==> config.mk <==
export PLATFORM = sky130hd
export DESIGN_NAME = apb3_slot_decoder_timeout_flat
export DESIGN_NICKNAME = d
export VERILOG_FILES = /design/src/rtl/apb3_pkg.sv /design/src/rtl/apb3_slot_decoder_timeout_if.sv /design/src/rtl/apb3_timeout_monitor.sv /design/src/rtl/apb3_slot_decoder_timeout.sv /design/src/flat_wrapper.sv
export SDC_FILE = /design/constraint.sdc
export NUM_CORES = 1
export LEC_CHECK = 0
export ABC_AREA = 1
export CAP_MARGIN = 20
export CORE_AREA = 2 2 270 272
export CTS_CLUSTER_SIZE = 10
export DETAILED_ROUTE_END_ITERATION = 10
export DIE_AREA = 0 0 272 274
export DONT_BUFFER_PORTS = 1
export GPL_TIMING_DRIVEN = 0
export SLEW_MARGIN = 20
export SYNTH_ARGS = -nofsm -noshare
export SYNTH_HDL_FRONTEND = slang
export SYNTH_SLANG_ARGS = --single-unit
==> constraint.sdc <==
create_clock -name HCLK -period 2.4 [get_ports HCLK]
set_clock_uncertainty 0.15 [all_clocks]
set_input_delay 0.36 -clock HCLK [delete_from_list [all_inputs] [get_ports HCLK]]
set_output_delay 0.36 -clock HCLK [all_outputs]
set_load 0.02 [all_outputs]
==> src/rtl/apb3_pkg.sv <==
// apb3_pkg: shared FSM encoding, slot geometry and response codes for the APB3 slot decoder
package apb3_pkg;
  localparam int NUM_SLOTS = 16;
  localparam int SLOT_W = 4;
  localparam logic [0:0] IDLE = 1'b0;
  localparam logic [0:0] ACCESS = 1'b1;
  localparam logic RSP_OKAY = 1'b0;
  localparam logic RSP_ERROR = 1'b1;
endpackage

==> src/rtl/apb3_slot_decoder_timeout_if.sv <==
// apb3_slot_decoder_timeout_if: bridge-side APB3 transfer plus the fanned-out slave slot bus
interface apb3_slot_decoder_timeout_if import apb3_pkg::*; #(
  parameter int APB_DWIDTH = 32,
  parameter int SLOT_LSB = 12
);
  logic PSEL;
  logic PENABLE;
  logic PWRITE;
  logic [SLOT_LSB+3:0] PADDR;
  logic [APB_DWIDTH-1:0] PWDATA;
  logic [APB_DWIDTH-1:0] PRDATA;
  logic PREADY;
  logic PSLVERR;
  logic [NUM_SLOTS-1:0] PSELS;
  logic [SLOT_LSB-1:0] PADDRS;
  logic PWRITES;
  logic PENABLES;
  logic [APB_DWIDTH-1:0] PWDATAS;
  logic [NUM_SLOTS*APB_DWIDTH-1:0] PRDATAS;
  logic [NUM_SLOTS-1:0] PREADYS;
  logic [NUM_SLOTS-1:0] PSLVERRS;
  modport slave (
    input PSEL, PENABLE, PWRITE, PADDR, PWDATA, PRDATAS, PREADYS, PSLVERRS,
    output PRDATA, PREADY, PSLVERR, PSELS, PADDRS, PWRITES, PENABLES, PWDATAS
  );
  modport master (
    output PSEL, PENABLE, PWRITE, PADDR, PWDATA, PRDATAS, PREADYS, PSLVERRS,
    input PRDATA, PREADY, PSLVERR, PSELS, PADDRS, PWRITES, PENABLES, PWDATAS
  );
endinterface

==> src/rtl/apb3_timeout_monitor.sv <==
// apb3_timeout_monitor: access-cycle counter, timeout compare and sticky first-timeout status
module apb3_timeout_monitor import apb3_pkg::*; #(
  parameter int TIMEOUT = 64
) (
  input  logic clk,
  input  logic rst_n,
  input  logic i_setup,
  input  logic i_wait,
  input  logic [SLOT_W-1:0] i_slot,
  input  logic i_clr,
  output logic o_timeout,
  output logic o_flag,
  output logic [SLOT_W-1:0] o_slot
);
  logic [7:0] r_cnt;
  logic r_flag;
  logic [SLOT_W-1:0] r_slot;
  assign o_timeout = (TIMEOUT != 0) && i_wait && (r_cnt == 8'(TIMEOUT - 1));
  assign o_flag = r_flag;
  assign o_slot = r_slot;
  always_ff @(posedge clk or negedge rst_n) begin
    if (!rst_n) begin
      r_cnt <= '0;
      r_flag <= 1'b0;
      r_slot <= '0;
    end else begin
      if (i_setup) r_cnt <= '0;
      else if (i_wait && r_cnt != 8'hFF) r_cnt <= r_cnt + 8'd1;
      // a coincident clear lets the new timeout overwrite the kept slot
      if (o_timeout) begin
        r_flag <= 1'b1;
        if (!r_flag || i_clr) r_slot <= i_slot;
      end else if (i_clr) begin
        r_flag <= 1'b0;
        r_slot <= '0;
      end
    end
  end
endmodule

==> src/rtl/apb3_slot_decoder_timeout.sv <==
// apb3_slot_decoder_timeout: decodes a bridge APB3 transfer onto 16 slots with error and timeout responses
module apb3_slot_decoder_timeout import apb3_pkg::*; #(
  parameter int APB_DWIDTH = 32,
  parameter int SLOT_LSB = 12,
  parameter logic [NUM_SLOTS-1:0] SLOT_EN = 16'hFFFF,
  parameter int TIMEOUT = 64
) (
  input  logic HCLK,
  input  logic HRESETN,
  apb3_slot_decoder_timeout_if.slave bus,
  input  logic TO_CLR,
  output logic TO_FLAG,
  output logic [SLOT_W-1:0] TO_SLOT
);
  logic [0:0] r_state;
  logic [SLOT_W-1:0] r_slot;
  logic [SLOT_W-1:0] w_live_slot;
  logic [SLOT_W-1:0] w_slot;
  logic w_en;
  logic w_setup;
  logic w_access;
  logic w_wait;
  logic w_timeout;
  logic [APB_DWIDTH-1:0] w_rdata;
  assign w_live_slot = bus.PADDR[SLOT_LSB +: SLOT_W];
  assign w_setup = bus.PSEL && r_state == IDLE;
  assign w_access = bus.PSEL && r_state == ACCESS;
  // the address slot field is only honoured in the setup cycle
  assign w_slot = r_state == ACCESS ? r_slot : w_live_slot;
  assign w_en = SLOT_EN[w_slot];
  assign w_rdata = bus.PRDATAS[w_slot*APB_DWIDTH +: APB_DWIDTH];
  assign w_wait = w_access && w_en && !bus.PREADYS[w_slot];
  assign bus.PSELS = (bus.PSEL && w_en) ? NUM_SLOTS'(1) << w_slot : '0;
  assign bus.PREADY = w_access && (!w_en || w_timeout || bus.PREADYS[w_slot]);
  assign bus.PSLVERR = w_access ? ((!w_en || w_timeout) ? RSP_ERROR : bus.PSLVERRS[w_slot]) : RSP_OKAY;
  assign bus.PRDATA = (w_access && w_en && !w_timeout) ? w_rdata : '0;
  assign bus.PADDRS = bus.PADDR[SLOT_LSB-1:0];
  assign bus.PWRITES = bus.PWRITE;
  assign bus.PENABLES = bus.PENABLE;
  assign bus.PWDATAS = bus.PWDATA;
  always_ff @(posedge HCLK or negedge HRESETN) begin
    if (!HRESETN) begin
      r_state <= IDLE;
      r_slot <= '0;
    end else begin
      if (w_setup) r_slot <= w_live_slot;
      r_state <= (w_setup || (w_access && !bus.PREADY)) ? ACCESS : IDLE;
    end
  end
  apb3_timeout_monitor #(.TIMEOUT(TIMEOUT)) u_mon (
    .clk(HCLK),
    .rst_n(HRESETN),
    .i_setup(w_setup),
    .i_wait(w_wait),
    .i_slot(w_slot),
    .i_clr(TO_CLR),
    .o_timeout(w_timeout),
    .o_flag(TO_FLAG),
    .o_slot(TO_SLOT)
  );
endmodule

==> src/flat_wrapper.sv <==
// flat-port wrapper written by rule: the top's interface ports become plain ports
module apb3_slot_decoder_timeout_flat import apb3_pkg::*;
#(
  parameter int APB_DWIDTH = 32,
  parameter int SLOT_LSB = 12,
  parameter logic [NUM_SLOTS-1:0] SLOT_EN = 16'hFFFF,
  parameter int TIMEOUT = 64
)
  (HCLK, HRESETN, TO_CLR, TO_FLAG, TO_SLOT, bus_PSEL, bus_PENABLE, bus_PWRITE, bus_PADDR, bus_PWDATA, bus_PRDATAS, bus_PREADYS, bus_PSLVERRS, bus_PRDATA, bus_PREADY, bus_PSLVERR, bus_PSELS, bus_PADDRS, bus_PWRITES, bus_PENABLES, bus_PWDATAS);
  apb3_slot_decoder_timeout_if #(.APB_DWIDTH(APB_DWIDTH), .SLOT_LSB(SLOT_LSB)) bus_i ();
  input  logic HCLK;
  input  logic HRESETN;
  input  logic TO_CLR;
  output logic TO_FLAG;
  output logic [SLOT_W-1:0] TO_SLOT;
  input wire logic [$bits(bus_i.PSEL)-1:0] bus_PSEL;
  input wire logic [$bits(bus_i.PENABLE)-1:0] bus_PENABLE;
  input wire logic [$bits(bus_i.PWRITE)-1:0] bus_PWRITE;
  input wire logic [$bits(bus_i.PADDR)-1:0] bus_PADDR;
  input wire logic [$bits(bus_i.PWDATA)-1:0] bus_PWDATA;
  input wire logic [$bits(bus_i.PRDATAS)-1:0] bus_PRDATAS;
  input wire logic [$bits(bus_i.PREADYS)-1:0] bus_PREADYS;
  input wire logic [$bits(bus_i.PSLVERRS)-1:0] bus_PSLVERRS;
  output wire logic [$bits(bus_i.PRDATA)-1:0] bus_PRDATA;
  output wire logic [$bits(bus_i.PREADY)-1:0] bus_PREADY;
  output wire logic [$bits(bus_i.PSLVERR)-1:0] bus_PSLVERR;
  output wire logic [$bits(bus_i.PSELS)-1:0] bus_PSELS;
  output wire logic [$bits(bus_i.PADDRS)-1:0] bus_PADDRS;
  output wire logic [$bits(bus_i.PWRITES)-1:0] bus_PWRITES;
  output wire logic [$bits(bus_i.PENABLES)-1:0] bus_PENABLES;
  output wire logic [$bits(bus_i.PWDATAS)-1:0] bus_PWDATAS;
  assign bus_i.PSEL = bus_PSEL;
  assign bus_i.PENABLE = bus_PENABLE;
  assign bus_i.PWRITE = bus_PWRITE;
  assign bus_i.PADDR = bus_PADDR;
  assign bus_i.PWDATA = bus_PWDATA;
  assign bus_i.PRDATAS = bus_PRDATAS;
  assign bus_i.PREADYS = bus_PREADYS;
  assign bus_i.PSLVERRS = bus_PSLVERRS;
  assign bus_PRDATA = bus_i.PRDATA;
  assign bus_PREADY = bus_i.PREADY;
  assign bus_PSLVERR = bus_i.PSLVERR;
  assign bus_PSELS = bus_i.PSELS;
  assign bus_PADDRS = bus_i.PADDRS;
  assign bus_PWRITES = bus_i.PWRITES;
  assign bus_PENABLES = bus_i.PENABLES;
  assign bus_PWDATAS = bus_i.PWDATAS;
  apb3_slot_decoder_timeout #(.APB_DWIDTH(APB_DWIDTH), .SLOT_LSB(SLOT_LSB), .SLOT_EN(SLOT_EN), .TIMEOUT(TIMEOUT)) u_core (.HCLK(HCLK), .HRESETN(HRESETN), .bus(bus_i), .TO_CLR(TO_CLR), .TO_FLAG(TO_FLAG), .TO_SLOT(TO_SLOT));
endmodule
==> flow_summary.html, run 1 <==
<table>
<tr><th>Metric</th><th>Value</th></tr>
<tr><th colspan="2">Clock tree</th></tr>
<tr><td>Number of CTS-inserted buffers</td><td>3</td></tr>
<tr><td>Buffer depth of the longest clock path</td><td>2</td></tr>
<tr><td>Insertion delay of the later-clocked pin in the worst-skew pair</td><td>250 ps</td></tr>
<tr><td>Root Driver</td><td>clkbuf_16</td></tr>
<tr><td>H-tree depth</td><td>1</td></tr>
<tr><td>Total number of clock tree sinks</td><td>18</td></tr>
<tr><td>Clock tree from TritonCTS</td><td>done</td></tr>
<tr><td>Post-CTS clock slew at the launch and capture registers of the worst setup and hold paths</td><td>50 ps</td></tr>
<tr><th colspan="2">Synthesis</th></tr>
<tr><td>Post-synthesis area per instance</td><td>5.97 µm²</td></tr>
<tr><td>Share of the yosys chip area belonging to registers</td><td>7.49%</td></tr>
<tr><td>Number of standard cells after synthesis</td><td>1007</td></tr>
<tr><td>Number of flops mapped to enable cells by yosys</td><td>0</td></tr>
<tr><td>Share of synthesized flip-flops with an asynchronous set or reset</td><td>100%</td></tr>
<tr><td>Yosys warning total</td><td>0</td></tr>
<tr><td>Number of library cell types mapped by synthesis</td><td>42</td></tr>
<tr><td>Flops &amp; latches, synth</td><td>18</td></tr>
<tr><td>Commonest register cell after synthesis</td><td>dfrtp_1</td></tr>
<tr><td>Netlist area before placement</td><td>6010 µm²</td></tr>
<tr><td>Synthesized netlist net count</td><td>1606</td></tr>
<tr><th colspan="2">Placement</th></tr>
<tr><td>Total of buffers placed on input and output ports</td><td>0</td></tr>
<tr><td>Global placer's final weighted congestion</td><td>0.918</td></tr>
<tr><td>Half-perimeter wire length after detailed placement</td><td>61500 µm</td></tr>
<tr><td>Dpl ws</td><td>-1740 ps</td></tr>
<tr><th colspan="2">Critical path</th></tr>
<tr><td>Capturing element of the worst setup path</td><td>bus_PRDATA[24]</td></tr>
<tr><td>Critical Path, Cell by Cell</td><td>buf_6, inv_8, nand2_4, o21ai_4, buf_6, nand2_8, buf_12, buf_6, buf_12, buf_12, o22a_1, nand4_1, nand3_1, nand2_2, nor2_4</td></tr>
<tr><td>Category of the worst setup path launch point</td><td>flop</td></tr>
<tr><td>Worst path bufs/invs</td><td>7</td></tr>
<tr><td>CP Max Fanout</td><td>8</td></tr>
<tr><td>Reg-to-reg setup timing slack</td><td>190 ps</td></tr>
<tr><td>Critical Path End Type</td><td>primary output</td></tr>
<tr><td>Max incr delay on CP</td><td>360 ps</td></tr>
<tr><td>Critical Path AT</td><td>2620 ps</td></tr>
<tr><td>Critical path's top delay family</td><td>buffers and inverters</td></tr>
<tr><td>Reg2Reg Capture Point</td><td>u_core.u_mon.r_cnt[2]$_DFFE_PN0P_</td></tr>
<tr><td>CP required</td><td>1890 ps</td></tr>
<tr><td>Crit path from</td><td>u_core.r_state$_DFF_PN0_</td></tr>
<tr><td>Path type of the worst setup path</td><td>flop to primary output</td></tr>
<tr><td>Reg2reg start</td><td>u_core.r_state$_DFF_PN0_</td></tr>
<tr><td>Cell depth of the worst setup path</td><td>15</td></tr>
<tr><td>Cell with the largest stage delay on the worst path</td><td>dfrtp_1</td></tr>
<tr><td>Worst reg2reg path depth</td><td>16</td></tr>
<tr><th colspan="2">Detailed routing</th></tr>
<tr><td>Number of routed nets with antenna violations</td><td>0</td></tr>
<tr><td>Number of detailed-route iterations in the first pass</td><td>6</td></tr>
<tr><td>Vias</td><td>9377</td></tr>
<tr><td>Routed wire length</td><td>79800 µm</td></tr>
<tr><td>DRC violation count after routing</td><td>0</td></tr>
<tr><td>Routed via count divided by cell count</td><td>4.45</td></tr>
<tr><td>Initial DRC count</td><td>729</td></tr>
<tr><td>Post-DR wirelength/cell</td><td>37.9 µm</td></tr>
<tr><th colspan="2">Layout</th></tr>
<tr><td>Final core utilization</td><td>14.9%</td></tr>
<tr><td>Area occupied by registers</td><td>450 µm²</td></tr>
<tr><td>Commonest cells after routing, fill and taps aside</td><td>nand2_1, or2_2, buf_4</td></tr>
<tr><td>Final net count</td><td>1724</td></tr>
<tr><td>Total area of multi-input combinational cells</td><td>5910 µm²</td></tr>
<tr><td>Area growth syn-to-layout</td><td>77.9%</td></tr>
<tr><td>Fillers</td><td>8226</td></tr>
<tr><td>Share of cells above drive strength 1</td><td>50.7%</td></tr>
<tr><th colspan="2">Floorplan</th></tr>
<tr><td>Horizontal extent of the die</td><td>272 µm</td></tr>
<tr><td>Site row count</td><td>99</td></tr>
<tr><td>Core region area</td><td>72000 µm²</td></tr>
<tr><td>Die height</td><td>274 µm</td></tr>
<tr><td>Die Area</td><td>74500 µm²</td></tr>
<tr><td>Starting density of the core</td><td>8.35%</td></tr>
<tr><td>Number of placed I/O pins</td><td>699</td></tr>
<tr><th colspan="2">Power and ir drop</th></tr>
<tr><td>Reported leakage power</td><td>3.85 nW</td></tr>
<tr><td>Max VDD drop</td><td>0.571 mV</td></tr>
<tr><td>Pwr per Cell Area</td><td>1640 nW/µm²</td></tr>
<tr><th colspan="2">Global route</th></tr>
<tr><td>Number of global-route vias before repair</td><td>8766</td></tr>
<tr><td>Global-route wire length before repair</td><td>93300 µm</td></tr>
<tr><td>Initial antenna violation count</td><td>34</td></tr>
<tr><td>All-Layer GR Usage</td><td>19.6%</td></tr>
<tr><td>Pin count of the biggest net entering global routing</td><td>19</td></tr>
<tr><td>Global-route congestion overflow total</td><td>0</td></tr>
<tr><th colspan="2">STA</th></tr>
<tr><td>Final clock period utilization by the worst path</td><td>130%</td></tr>
<tr><td>Transition time at the pin with the least slew margin</td><td>906 ps</td></tr>
<tr><td>Hold violation total from the final report</td><td>0</td></tr>
<tr><td>Endpoints failing setup</td><td>45</td></tr>
<tr><td>Min Clock Period, post-route</td><td>3130 ps</td></tr>
<tr><td>PnR worst setup slack</td><td>-727 ps</td></tr>
<tr><td>Unrepaired setup endpoints after global routing</td><td>true</td></tr>
<tr><td>Slew HR</td><td>39.4%</td></tr>
<tr><td>Number of pins with negative max-slew slack in the final report</td><td>0</td></tr>
<tr><td>Max Clk Rate</td><td>320 MHz</td></tr>
<tr><th colspan="2">Run status</th></tr>
<tr><td>Run status</td><td>complete, but fails checks</td></tr>
<tr><td>Failing checks</td><td>setup timing</td></tr>
<tr><th colspan="2">Min path</th></tr>
<tr><td>Type of the tightest min-delay check</td><td>input pin to flop</td></tr>
<tr><th colspan="2">Flow run</th></tr>
<tr><td>Max_cap viols</td><td>0</td></tr>
</table>
==> registers in the layout, summed over array words and instances, names as in the netlist <==
register / count
u_core.u_mon.o_slot: 4
u_core.r_slot: 4
u_core.u_mon.r_cnt: 8
u_core.r_state: 1
u_core.u_mon.o_flag: 1
==> Yosys cell counts (8+ instances only) <==
master	number	share of area, %
o2111ai_1	40	5.8
a21oi_1	15	1.2
inv_1	12	0.75
nand3_1	54	4.5
o21ai_0	44	3.7
o211ai_1	8	1.0
dfrtp_1	18	7.5
nand2_1	171	11
o22a_1	59	8.6
nand2_4	8	1.5
buf_2	31	2.6
nor3_1	14	1.2
clkbuf_1	29	1.8
nor2_1	151	9.4
or2_2	133	14
o22ai_1	52	5.4
buf_4	56	7.0
nor4_1	13	1.4
nand4_1	43	4.5
==> metrics by stage <==
| stage | total power (W) | setup TNS (ps) | std cells | hold slack (ps) | area [µm²] |
|---|---|---|---|---|---|
| final | 0.0176 | -20650 | 2105 | 153 | 10700 |
| after global routing | 0.0183 | -24300 | 2094 | 176 | 10700 |
| after CTS | 0.0155 | -23040 | 2026 | 151 | 9360 |
| after detailed placement | 0.0118 | -48640 | 1971 | -85.1 | 7340 |
| after global placement | 0.0116 | -70020 | 1966 | -85.0 | 7210 |
| after floorplan | 0.00597 | 0 | 1007 | -85.6 | 6010 |
==> cells by family after synthesis <==
family	count (synthesis)	share of synthesized area [%]
xor+xnor	1	0.146
buf+inv	144	14.1
compound gates	237	28.2
flops	18	7.49
fa+ha+maj	1	0.208
simple gates	606	49.9
==> area by class of cell <==
cell class              instances  area share (%)
repair inverters                1           0.152
diodes                         22           0.515
clock buffers                   4           0.831
repair buffers                113            12.8
flip-flops and latches         18            4.21
well taps                     959            11.2
multi-input cells             846            55.3
plain buffers                 123            13.7
inverters                      19            1.22
==> worst min-delay path by stage <==
stage / start / to / slack [ps] / depth (start not counted)
global route: bus_PADDR[12] / u_core.r_slot[0]$_DFFE_PN0P_ / 180 / 2
floorplan: HRESETN / u_core.r_slot[0]$_DFFE_PN0P_ / -90 / 0
detailed placement: HRESETN / u_core.u_mon.o_slot[2]$_DFFE_PN0P_ / -90 / 0
finish: bus_PADDR[12] / u_core.r_slot[0]$_DFFE_PN0P_ / 150 / 2
global placement: HRESETN / u_core.u_mon.o_slot[2]$_DFFE_PN0P_ / -80 / 0
CTS: bus_PADDR[14] / u_core.r_slot[2]$_DFFE_PN0P_ / 150 / 2
==> report_power, final <==
part / leakage, nW / switching [W] / internal, W
sequential: 0.241 / 0.0000603 / 0.000366
clock: 0.0443 / 0.000120 / 0.000254
combinational: 3.56 / 0.0107 / 0.00607
total: 3.85 / 0.0109 / 0.00669
==> per-layer routing <==
metal	global-route usage, %	routed length [µm]	vias to the layer above
met2	31.3	35500	841
met1	23.6	32400	4450
met4	9.40	4370	26
met5	0	242	-
met3	6.72	7240	251
li1	-	-	3809
==> repair_timing <==
action	4_1_cts	5_1_grt
setup endpoints to repair	50	50
pin swaps	60	88
endpoints found under the hold margin	18	0
cloned	4	6
hold buffers	1	0
buffers inserted	47	54
gates resized for setup	362	156
Note: power is estimated with default switching activity, not from simulation.
==> run 2: changes to the inputs <==
--- a/config.mk
+++ b/config.mk
@@ -6,12 +6,12 @@
 export NUM_CORES = 1
 export LEC_CHECK = 0
 export ABC_AREA = 1
+export BUFFER_PORTS_ARGS = -buffer_cell sky130_fd_sc_hd__buf_2
 export CAP_MARGIN = 20
 export CORE_AREA = 2 2 270 272
 export CTS_CLUSTER_SIZE = 10
 export DETAILED_ROUTE_END_ITERATION = 10
 export DIE_AREA = 0 0 272 274
-export DONT_BUFFER_PORTS = 1
 export GPL_TIMING_DRIVEN = 0
 export SLEW_MARGIN = 20
 export SYNTH_ARGS = -nofsm -noshare
==> run 2 against run 1 <==
The flow still finishes with violations (setup timing). Total power fell by 1.7%. Clock-buffer cell count stayed put. Core utilization increased by 4.0 points. Fmax is 2.0% lower. Setup slack got worse by 64 ps. Sequential share of layout area shrank 0.89 points. Register-to-register slack worse by 50 ps. Worst hold slack gained 130 ps. Flip-flop and latch count is the same. Critical endpoint unchanged.
==> flow_summary.html, run 2 (synthesized netlist as in run 1, its figures left out) <==
<table>
<tr><th>Metric</th><th>Value</th></tr>
<tr><th colspan="2">Placement</th></tr>
<tr><td>Dpl ws</td><td>-1560 ps (+176 ps)</td></tr>
<tr><td>Global placer's final weighted congestion</td><td>0.885 (-3.6%)</td></tr>
<tr><td>Number of placed instances with taps included</td><td>2622 (+33%)</td></tr>
<tr><td>Half-perimeter wire length after detailed placement</td><td>62900 µm (+2.3%)</td></tr>
<tr><td>Total of buffers placed on input and output ports</td><td>652 (+652)</td></tr>
<tr><th colspan="2">Min path</th></tr>
<tr><td>Type of the tightest min-delay check</td><td>input pin to flop</td></tr>
<tr><td>Hold depth</td><td>4 (+2)</td></tr>
<tr><td>Hold worst-path end</td><td>u_core.u_mon.o_slot[1]$_DFFE_PN0P_</td></tr>
<tr><td>Startpoint of the lowest-slack hold path</td><td>TO_CLR</td></tr>
<tr><th colspan="2">Detailed routing</th></tr>
<tr><td>Number of routed nets with antenna violations</td><td>0 (unchanged)</td></tr>
<tr><td>Routed via count divided by cell count</td><td>4.11 (-7.8%)</td></tr>
<tr><td>Vias</td><td>11.2k (+20%)</td></tr>
<tr><td>Initial DRC count</td><td>644 (-12%)</td></tr>
<tr><td>Number of detailed-route iterations in the first pass</td><td>5 (-1)</td></tr>
<tr><td>Routed wire length</td><td>80000 µm (+0.30%)</td></tr>
<tr><td>DRC violation count after routing</td><td>0 (unchanged)</td></tr>
<tr><td>Post-DR wirelength/cell</td><td>29.3 µm (-23%)</td></tr>
<tr><th colspan="2">Critical path</th></tr>
<tr><td>Most used cell along the critical path</td><td>buf_12</td></tr>
<tr><td>Reg2Reg Capture Point</td><td>u_core.u_mon.r_cnt[3]$_DFFE_PN0P_</td></tr>
<tr><td>Worst reg2reg path depth</td><td>16 (unchanged)</td></tr>
<tr><td>Max incr delay on CP</td><td>390 ps (+30 ps)</td></tr>
<tr><td>Category of the worst setup path launch point</td><td>flop</td></tr>
<tr><td>Path type of the worst setup path</td><td>flop to primary output</td></tr>
<tr><td>Critical Path, Cell by Cell</td><td>buf_6, inv_8, o21ai_4, buf_12, buf_12, nand2_8, buf_12, buf_12, o22a_1, nand4_1, nand3_1, nand2_2, nor2_1, buf_4</td></tr>
<tr><td>CP Max Fanout</td><td>8 (unchanged)</td></tr>
<tr><td>Reg-to-reg setup timing slack</td><td>140 ps (-50 ps)</td></tr>
<tr><td>Critical Path End Type</td><td>primary output</td></tr>
<tr><td>CP required</td><td>1890 ps (about the same)</td></tr>
<tr><td>Cell with the largest stage delay on the worst path</td><td>dfrtp_1</td></tr>
<tr><td>Reg2reg start</td><td>u_core.r_state$_DFF_PN0_</td></tr>
<tr><td>Critical Path AT</td><td>2680 ps (+60 ps)</td></tr>
<tr><th colspan="2">Power and ir drop</th></tr>
<tr><td>Net switching power figure</td><td>0.0103 W (-5.5%)</td></tr>
<tr><td>Pwr per Cell Area</td><td>1270 nW/µm² (-22%)</td></tr>
<tr><td>Share of power burned in combinational logic</td><td>95.4% (about the same)</td></tr>
<tr><td>Clock Power Share</td><td>2.2% (about the same)</td></tr>
<tr><td>Flop pwr share</td><td>2.4% (about the same)</td></tr>
<tr><td>Max VDD drop</td><td>0.729 mV (+28%)</td></tr>
<tr><td>Switching share of total power</td><td>59.5% (-2.4 points)</td></tr>
<tr><td>Internal power contribution</td><td>0.00699 W (+4.4%)</td></tr>
<tr><td>Reported leakage power</td><td>6.35 nW (+65%)</td></tr>
<tr><th colspan="2">Clock tree</th></tr>
<tr><td>Clock tree from TritonCTS</td><td>done</td></tr>
<tr><td>Insertion delay of the later-clocked pin in the worst-skew pair</td><td>250 ps (about the same)</td></tr>
<tr><td>H-tree depth</td><td>1 (unchanged)</td></tr>
<tr><td>Post-CTS clock slew at the launch and capture registers of the worst setup and hold paths</td><td>60 ps (about the same)</td></tr>
<tr><td>Number of CTS-inserted buffers</td><td>3 (unchanged)</td></tr>
<tr><td>Buffer depth of the longest clock path</td><td>2 (unchanged)</td></tr>
<tr><td>Root Driver</td><td>clkbuf_16</td></tr>
<tr><td>Total number of clock tree sinks</td><td>18 (unchanged)</td></tr>
<tr><th colspan="2">Run status</th></tr>
<tr><td>Run status</td><td>complete, but fails checks</td></tr>
<tr><td>Failing checks</td><td>setup timing</td></tr>
<tr><th colspan="2">Floorplan</th></tr>
<tr><td>Number of placed I/O pins</td><td>699 (unchanged)</td></tr>
<tr><td>Die height</td><td>274 µm (unchanged)</td></tr>
<tr><td>Site row count</td><td>99 (unchanged)</td></tr>
<tr><td>Die Area</td><td>74500 µm² (unchanged)</td></tr>
<tr><td>Core region area</td><td>72000 µm² (unchanged)</td></tr>
<tr><td>Starting density of the core</td><td>8.35% (unchanged)</td></tr>
<tr><td>Horizontal extent of the die</td><td>272 µm (unchanged)</td></tr>
<tr><th colspan="2">Layout</th></tr>
<tr><td>Share of cells above drive strength 1</td><td>66.0% (+15 points)</td></tr>
<tr><td>Final net count</td><td>2349 (+36%)</td></tr>
<tr><td>Commonest cells after routing, fill and taps aside</td><td>buf_2, nand2_1, buf_4</td></tr>
<tr><td>Largest register FFs</td><td>8 (unchanged)</td></tr>
<tr><td>Final std cells w/o fill</td><td>2733 (+30%)</td></tr>
<tr><td>Largest register by flop count</td><td>u_core.u_mon.r_cnt</td></tr>
<tr><td>Most common cell after layout, fill and taps aside</td><td>buf_2</td></tr>
<tr><td>Area growth syn-to-layout</td><td>125%</td></tr>
<tr><th colspan="2">STA</th></tr>
<tr><td>Hold violation total from the final report</td><td>0 (unchanged)</td></tr>
<tr><td>Min Clock Period, post-route</td><td>3190 ps (+64.5 ps)</td></tr>
<tr><td>Final clock period utilization by the worst path</td><td>133% (+2.7 points)</td></tr>
<tr><td>PnR worst setup slack</td><td>-792 ps (-64.5 ps)</td></tr>
<tr><td>Slew HR</td><td>57.6% (+18 points)</td></tr>
<tr><td>Max Clk Rate</td><td>313 MHz (-2.0%)</td></tr>
<tr><td>Worst hold margin</td><td>283 ps (+130 ps)</td></tr>
<tr><td>Transition time at the pin with the least slew margin</td><td>636 ps (-269 ps)</td></tr>
<tr><td>Endpoints failing setup</td><td>46 (+2.2%)</td></tr>
<tr><td>Number of pins with negative max-slew slack in the final report</td><td>0 (unchanged)</td></tr>
<tr><td>Unrepaired setup endpoints after global routing</td><td>true</td></tr>
<tr><th colspan="2">Global route</th></tr>
<tr><td>Initial antenna violation count</td><td>40 (+18%)</td></tr>
<tr><td>Number of global-route vias before repair</td><td>11.0k (+25%)</td></tr>
<tr><td>Global-route wire length before repair</td><td>99600 µm (+6.7%)</td></tr>
<tr><td>Global-route congestion overflow total</td><td>0 (unchanged)</td></tr>
<tr><td>All-Layer GR Usage</td><td>20.3% (+0.67 points)</td></tr>
<tr><td>Pin count of the biggest net entering global routing</td><td>19 (unchanged)</td></tr>
<tr><th colspan="2">Flow run</th></tr>
<tr><td>Max_cap viols</td><td>0 (unchanged)</td></tr>
</table>
## run 2: cell type report
class / count / area, µm²
fill: 8204 / 58400
multi-input combinational: 846 / 5560
timing repair buffer: 737 / 4500
buffer: 125 / 1560
tap: 959 / 1200
sequential: 18 / 450
inverter: 19 / 116
clock buffer: 4 / 88.8
antenna: 25 / 62.6
## run 2: power groups by stage
| stage | clock (W) | sequential (W) | combinational (W) |
|---|---|---|---|
| after floorplan | 0 | 0.000410 | 0.00556 |
| after global placement | 0 | 0.000419 | 0.0118 |
| after detailed placement | 0 | 0.000420 | 0.0120 |
| after CTS | 0.000389 | 0.000420 | 0.0161 |
| after global routing | 0.000405 | 0.000433 | 0.0173 |
| final | 0.000379 | 0.000421 | 0.0165 |
## run 2: routing by layer
metal / vias to the layer above / global-route usage (%) / routed length (µm) / share of wire [%]
met2: 778 / 33.5 / 35800 / 45
li1: 5071 / - / - / -
met4: 16 / 9.95 / 4790 / 6.0
met5: - / 0 / 104 / 0.13
met3: 219 / 5.26 / 6610 / 8.3
met1: 5141 / 24.5 / 32700 / 41
## run 2: worst max-delay path: cells and delay by family, from the launching register on
| kind | cells | cell delay [ps] |
|---|---|---|
| AND/OR/NAND/NOR | 5 | 660 |
| flip-flops | 1 | 390 |
| buffers and inverters | 7 | 960 |
| AO/OA/AOI/OAI | 2 | 360 |
## run 2: through the flow
| step | cell area, µm² | util, % | TNS, ps | power [W] |
|---|---|---|---|---|
| global route | 13500 | 18.8 | -28120 | 0.0181 |
| global placement | 10500 | 14.6 | -63450 | 0.0122 |
| CTS | 13200 | 18.3 | -24380 | 0.0169 |
| detailed placement | 10600 | 14.7 | -45160 | 0.0124 |
| floorplan | 6010 | - | 0 | 0.00597 |
| finish | 13500 | 18.8 | -23870 | 0.0173 |
## run 2: what timing repair did
| action | CTS | global route |
|---|---|---|
| pin swaps | 83 | 51 |
| gates resized for setup | 435 | 62 |
| hold buffers | 1 | 0 |
| gates cloned | 7 | 0 |
| hold endpoints to repair | 18 | 0 |
| setup endpoints to repair | 50 | 61 |
| setup buffers | 60 | 16 |
## run 2: how the worst max path moves through the flow
stage	from	to	slack, ps	depth (start not counted)
floorplan	u_core.r_state$_DFF_PN0_	bus_PRDATA[2]	40	10
global placement	u_core.r_state$_DFF_PN0_	bus_PRDATA[9]	-2130	13
detailed placement	u_core.r_state$_DFF_PN0_	bus_PRDATA[13]	-1560	13
CTS	u_core.r_state$_DFF_PN0_	bus_PRDATA[16]	-770	14
global route	u_core.r_state$_DFF_PN0_	bus_PRDATA[16]	-850	14
finish	u_core.r_state$_DFF_PN0_	bus_PRDATA[24]	-790	14
==> run 3: changes to the inputs <==
--- a/config.mk
+++ b/config.mk
@@ -5,13 +5,12 @@
 export SDC_FILE = /design/constraint.sdc
 export NUM_CORES = 1
 export LEC_CHECK = 0
-export ABC_AREA = 1
 export BUFFER_PORTS_ARGS = -buffer_cell sky130_fd_sc_hd__buf_2
 export CAP_MARGIN = 20
-export CORE_AREA = 2 2 270 272
+export CORE_AREA = 2 2 273 275
 export CTS_CLUSTER_SIZE = 10
 export DETAILED_ROUTE_END_ITERATION = 10
-export DIE_AREA = 0 0 272 274
+export DIE_AREA = 0 0 275 277
 export GPL_TIMING_DRIVEN = 0
 export SLEW_MARGIN = 20
 export SYNTH_ARGS = -nofsm -noshare
==> run 3 against run 2 <==
Worst hold slack lost 3.0 ps. Register-to-register slack worse by 480 ps. Critical path type unchanged. Clock power rose by 2%. Synthesized cell count increased by 22%. Fmax is 0.88% lower. First-iteration DRC count increased by 42%. Clock-buffer cell count is the same. Flip-flop and latch count unchanged. Total power fell by 42%. The flow still finishes with violations (setup timing). Via count grew 15%. Combinational power fell by 44%. Die area is 2.2% higher.
==> flow_summary.html, run 3 <==
<table>
<tr><th>Metric</th><th>Value</th></tr>
<tr><th colspan="2">Run status</th></tr>
<tr><td>Run status</td><td>complete, but fails checks</td></tr>
<tr><td>Failing checks</td><td>setup timing</td></tr>
<tr><th colspan="2">Synthesis</th></tr>
<tr><td>Synthesized netlist net count</td><td>1823 (+14%)</td></tr>
<tr><td>Number of library cell types mapped by synthesis</td><td>42 (unchanged)</td></tr>
<tr><td>Largest family of logic cells by synthesized area</td><td>simple AND/OR/NAND/NOR gates</td></tr>
<tr><td>Synthesized-area fraction occupied by ao, oa, aoi and oai cells</td><td>20.6% (-7.7 points)</td></tr>
<tr><td>Netlist area before placement</td><td>6900 µm² (+15%)</td></tr>
<tr><td>Post-synthesis xor/xnor area fraction</td><td>0% (-0.15 points)</td></tr>
<tr><td>Share of synthesized flip-flops with an asynchronous set or reset</td><td>100% (unchanged)</td></tr>
<tr><td>Flops &amp; latches, synth</td><td>18 (unchanged)</td></tr>
<tr><td>Mux cell area share after synthesis</td><td>2.57% (+2.6 points)</td></tr>
<tr><td>Library cell with the highest instance count after synthesis</td><td>nand2_1</td></tr>
<tr><td>Share of the yosys chip area belonging to registers</td><td>6.52% (-0.97 points)</td></tr>
<tr><td>Number of standard cells after synthesis</td><td>1224 (+22%)</td></tr>
<tr><td>Dominant cells by area after synthesis</td><td>nand2_1, a311oi_1, nand3_1</td></tr>
<tr><td>Number of flops mapped to enable cells by yosys</td><td>0 (unchanged)</td></tr>
<tr><td>Adder-Cell Fraction of Synth Area</td><td>0.181% (-0.027 points)</td></tr>
<tr><td>Commonest register cell after synthesis</td><td>dfrtp_1</td></tr>
<tr><td>Simple-gate share of the synthesized area</td><td>56.9% (+7.0 points)</td></tr>
<tr><td>Synth area leader</td><td>nand2_1</td></tr>
<tr><td>Area share of the largest cell type after synthesis</td><td>29.6% (+16 points)</td></tr>
<tr><td>Most common library cells after synthesis</td><td>nand2_1, nand3_1, a311oi_1</td></tr>
<tr><td>Post-synthesis area per instance</td><td>5.64 µm² (-5.5%)</td></tr>
<tr><td>Yosys warning total</td><td>0 (unchanged)</td></tr>
<tr><th colspan="2">Global route</th></tr>
<tr><td>GR Util met1</td><td>24.4% (-0.026 points)</td></tr>
<tr><td>Met2 track utilization from global routing</td><td>31.5% (-2.0 points)</td></tr>
<tr><td>Global-route wire length before repair</td><td>99800 µm (+0.24%)</td></tr>
<tr><td>Global-route congestion overflow total</td><td>0 (unchanged)</td></tr>
<tr><td>Initial antenna violation count</td><td>19 (-53%)</td></tr>
<tr><td>Pin count of the biggest net entering global routing</td><td>19 (unchanged)</td></tr>
<tr><td>Most crowded layer after global routing</td><td>met2</td></tr>
<tr><td>All-Layer GR Usage</td><td>19.1% (-1.2 points)</td></tr>
<tr><td>Number of global-route vias before repair</td><td>12.4k (+13%)</td></tr>
<tr><td>Met3 track demand over resource in global routing</td><td>3.95% (-1.3 points)</td></tr>
<tr><th colspan="2">Detailed routing</th></tr>
<tr><td>Post-DR wirelength/cell</td><td>27.3 µm (-6.8%)</td></tr>
<tr><td>Routed wire length</td><td>80300 µm (+0.35%)</td></tr>
<tr><td>Vias</td><td>13.0k (+15%)</td></tr>
<tr><td>Routed via count divided by cell count</td><td>4.41 (+7.3%)</td></tr>
<tr><td>Number of routed nets with antenna violations</td><td>0 (unchanged)</td></tr>
<tr><td>DRC violation count after routing</td><td>0 (unchanged)</td></tr>
<tr><td>Initial DRC count</td><td>914 (+42%)</td></tr>
<tr><td>Number of detailed-route iterations in the first pass</td><td>6 (+1)</td></tr>
<tr><th colspan="2">Clock tree</th></tr>
<tr><td>Total number of clock tree sinks</td><td>18 (unchanged)</td></tr>
<tr><td>H-tree depth</td><td>1 (unchanged)</td></tr>
<tr><td>Insertion delay of the later-clocked pin in the worst-skew pair</td><td>260 ps (about the same)</td></tr>
<tr><td>Buffer depth of the longest clock path</td><td>2 (unchanged)</td></tr>
<tr><td>Number of CTS-inserted buffers</td><td>3 (unchanged)</td></tr>
<tr><td>Root Driver</td><td>clkbuf_16</td></tr>
<tr><td>Clock tree from TritonCTS</td><td>done</td></tr>
<tr><td>Post-CTS clock slew at the launch and capture registers of the worst setup and hold paths</td><td>50 ps (about the same)</td></tr>
<tr><th colspan="2">Layout</th></tr>
<tr><td>Area growth syn-to-layout</td><td>132%</td></tr>
<tr><td>Most common cell after layout, fill and taps aside</td><td>buf_2</td></tr>
<tr><td>Commonest cells after routing, fill and taps aside</td><td>buf_2, nand2_1, nand3_1</td></tr>
<tr><td>Final std cells w/o fill</td><td>2942 (+7.6%)</td></tr>
<tr><td>Fillers</td><td>8307 (+1.3%)</td></tr>
<tr><td>Share of cells above drive strength 1</td><td>59.0% (-7.0 points)</td></tr>
<tr><td>Largest register FFs</td><td>8 (unchanged)</td></tr>
<tr><td>Final net count</td><td>2563 (+9.1%)</td></tr>
<tr><td>Largest register by flop count</td><td>u_core.u_mon.r_cnt</td></tr>
<tr><th colspan="2">Critical path</th></tr>
<tr><td>Critical Path AT</td><td>2710 ps (+30 ps)</td></tr>
<tr><td>Category of the worst setup path launch point</td><td>flop</td></tr>
<tr><td>Path type of the worst setup path</td><td>flop to primary output</td></tr>
<tr><td>CP Max Fanout</td><td>5 (-3)</td></tr>
<tr><td>CP required</td><td>1890 ps (about the same)</td></tr>
<tr><td>Critical Path End Type</td><td>primary output</td></tr>
<tr><th colspan="2">Power and ir drop</th></tr>
<tr><td>Pwr per Cell Area</td><td>624 nW/µm² (-51%)</td></tr>
<tr><td>Reported leakage power</td><td>7.43 nW (+17%)</td></tr>
<tr><td>Max VDD drop</td><td>0.292 mV (-60%)</td></tr>
<tr><th colspan="2">STA</th></tr>
<tr><td>Max Clk Rate</td><td>311 MHz (-0.88%)</td></tr>
<tr><td>Hold violation total from the final report</td><td>0 (unchanged)</td></tr>
<tr><td>Slew HR</td><td>40.7% (-17 points)</td></tr>
<tr><td>Number of pins with negative max-slew slack in the final report</td><td>0 (unchanged)</td></tr>
<tr><td>PnR worst setup slack</td><td>-820 ps (-28.2 ps)</td></tr>
<tr><td>Worst hold margin</td><td>280 ps (-3.01 ps)</td></tr>
<tr><td>Sum of negative setup slack</td><td>-34920 ps (-11050 ps)</td></tr>
<tr><td>Unrepaired setup endpoints after global routing</td><td>true</td></tr>
<tr><td>Final clock period utilization by the worst path</td><td>134% (+1.2 points)</td></tr>
<tr><td>Min Clock Period, post-route</td><td>3220 ps (+28.2 ps)</td></tr>
<tr><td>Endpoints failing setup</td><td>63 (+37%)</td></tr>
<tr><td>Transition time at the pin with the least slew margin</td><td>890 ps (+253 ps)</td></tr>
<tr><th colspan="2">Floorplan</th></tr>
<tr><td>Horizontal extent of the die</td><td>275 µm (+1.1%)</td></tr>
<tr><td>Number of placed I/O pins</td><td>699 (unchanged)</td></tr>
<tr><td>Die height</td><td>277 µm (+1.1%)</td></tr>
<tr><td>Core region area</td><td>73600 µm² (+2.2%)</td></tr>
<tr><td>Starting density of the core</td><td>9.38% (+1.0 points)</td></tr>
<tr><td>Site row count</td><td>100 (+1.0%)</td></tr>
<tr><td>Die Area</td><td>76200 µm² (+2.2%)</td></tr>
<tr><th colspan="2">Min path</th></tr>
<tr><td>Type of the tightest min-delay check</td><td>input pin to flop</td></tr>
<tr><th colspan="2">Placement</th></tr>
<tr><td>Global placer's final weighted congestion</td><td>0.883 (-0.18%)</td></tr>
<tr><td>Total of buffers placed on input and output ports</td><td>651 (-0.15%)</td></tr>
<tr><td>Half-perimeter wire length after detailed placement</td><td>60800 µm (-3.4%)</td></tr>
<tr><td>Number of placed instances with taps included</td><td>2845 (+8.5%)</td></tr>
<tr><th colspan="2">Flow run</th></tr>
<tr><td>Max_cap viols</td><td>0 (unchanged)</td></tr>
</table>
-- run 3: changes by cell type after synthesis, sizes merged, moves of 30 or more --
cell	before	now
nand3	56	143
a311oi	0	131
nand2	186	544
or2	136	0
and3	1	71
nand4	43	7
o22a	59	0
o22ai	52	2
o2111ai	40	0
o21ai	53	23
nor2	153	22
nor3b	3	34
-- run 3: worst paths after layout --
kind	slack (ps)	to	startpoint	cells after the start
setup / recovery	-820	bus_PRDATA[4]	u_core.r_state$_DFF_PN0_	14
hold / removal	280	u_core.r_slot[3]$_DFFE_PN0P_	bus_PADDR[15]	2
setup reg to reg	-340	u_core.u_mon.r_cnt[2]$_DFFE_PN0P_	u_core.r_state$_DFF_PN0_	14
hold reg to reg	390	u_core.u_mon.r_cnt[0]$_DFFE_PN0P_	u_core.u_mon.r_cnt[0]$_DFFE_PN0P_	1
max in group asynchronous	1260	u_core.r_slot[0]$_DFFE_PN0P_	HRESETN	2
min in group asynchronous	470	u_core.u_mon.r_cnt[3]$_DFFE_PN0P_	HRESETN	2
-- run 3: through the flow --
stage	setup WS [ps]	area, µm²	utilization, %	power [W]
after floorplan	-66.8	7470	-	0.00367
after global placement	-3240	11900	16.2	0.00660
after detailed placement	-1710	12000	16.3	0.00664
after CTS	-821	14800	20.1	0.00909
after global routing	-888	16000	21.8	0.0105
final	-820	16000	21.8	0.00999
-- run 3: repair_timing --
action | 4_1_cts | 5_1_grt
pin swaps | 74 | 47
cloned | 7 | 12
endpoints found under the hold margin | 18 | 0
endpoints found under the setup margin | 55 | 63
hold buffers | 1 | 0
gates resized for setup | 523 | 155
setup buffers | 30 | 35
-- run 3: cell families (layout without fill, tap and decap cells) --
family / Yosys count / count (layout)
other cells: 0 / 10
compound gates: 175 / 175
simple gates: 847 / 847
buf+inv: 169 / 908
flops: 18 / 18
mux: 14 / 14
fa+ha+maj: 1 / 1
-- run 3: per-layer routing --
metal	wire, µm	vias up
li1	-	5795
met1	33100	6079
met2	36900	897
met3	6730	186
met4	3560	6
met5	43	-
-- run 3: worst max-delay path: stages, from the launching register on --
cell       delay [ps]
dfrtp_1           380
buf_6             150
buf_12            130
buf_16            120
and3_4            180
o21ai_1           130
nand4_1           190
nand3_2           150
o21a_4            160
a21oi_4            70
buf_12            170
buf_4             150
clkbuf_16         150
nor3b_4           140
buf_4             170
-- run 3: area by class of cell --
cell class | count | area [µm²] | area share, %
plain buffers | 164 | 2130 | 13.3
repair buffers | 737 | 4700 | 29.3
multi-input cells | 1037 | 7410 | 46.2
diodes | 10 | 25.0 | 0.156
flip-flops and latches | 18 | 452 | 2.82
well taps | 969 | 1210 | 7.57
clock buffers | 4 | 88.8 | 0.554
inverters | 3 | 11.3 | 0.0703
-- run 3: where the power goes --
part,switching (W),internal [W],total (W)
logic,0.00538,0.00384,0.00921
registers,0.0000508,0.000345,0.000396
clock network,0.000131,0.000254,0.000385
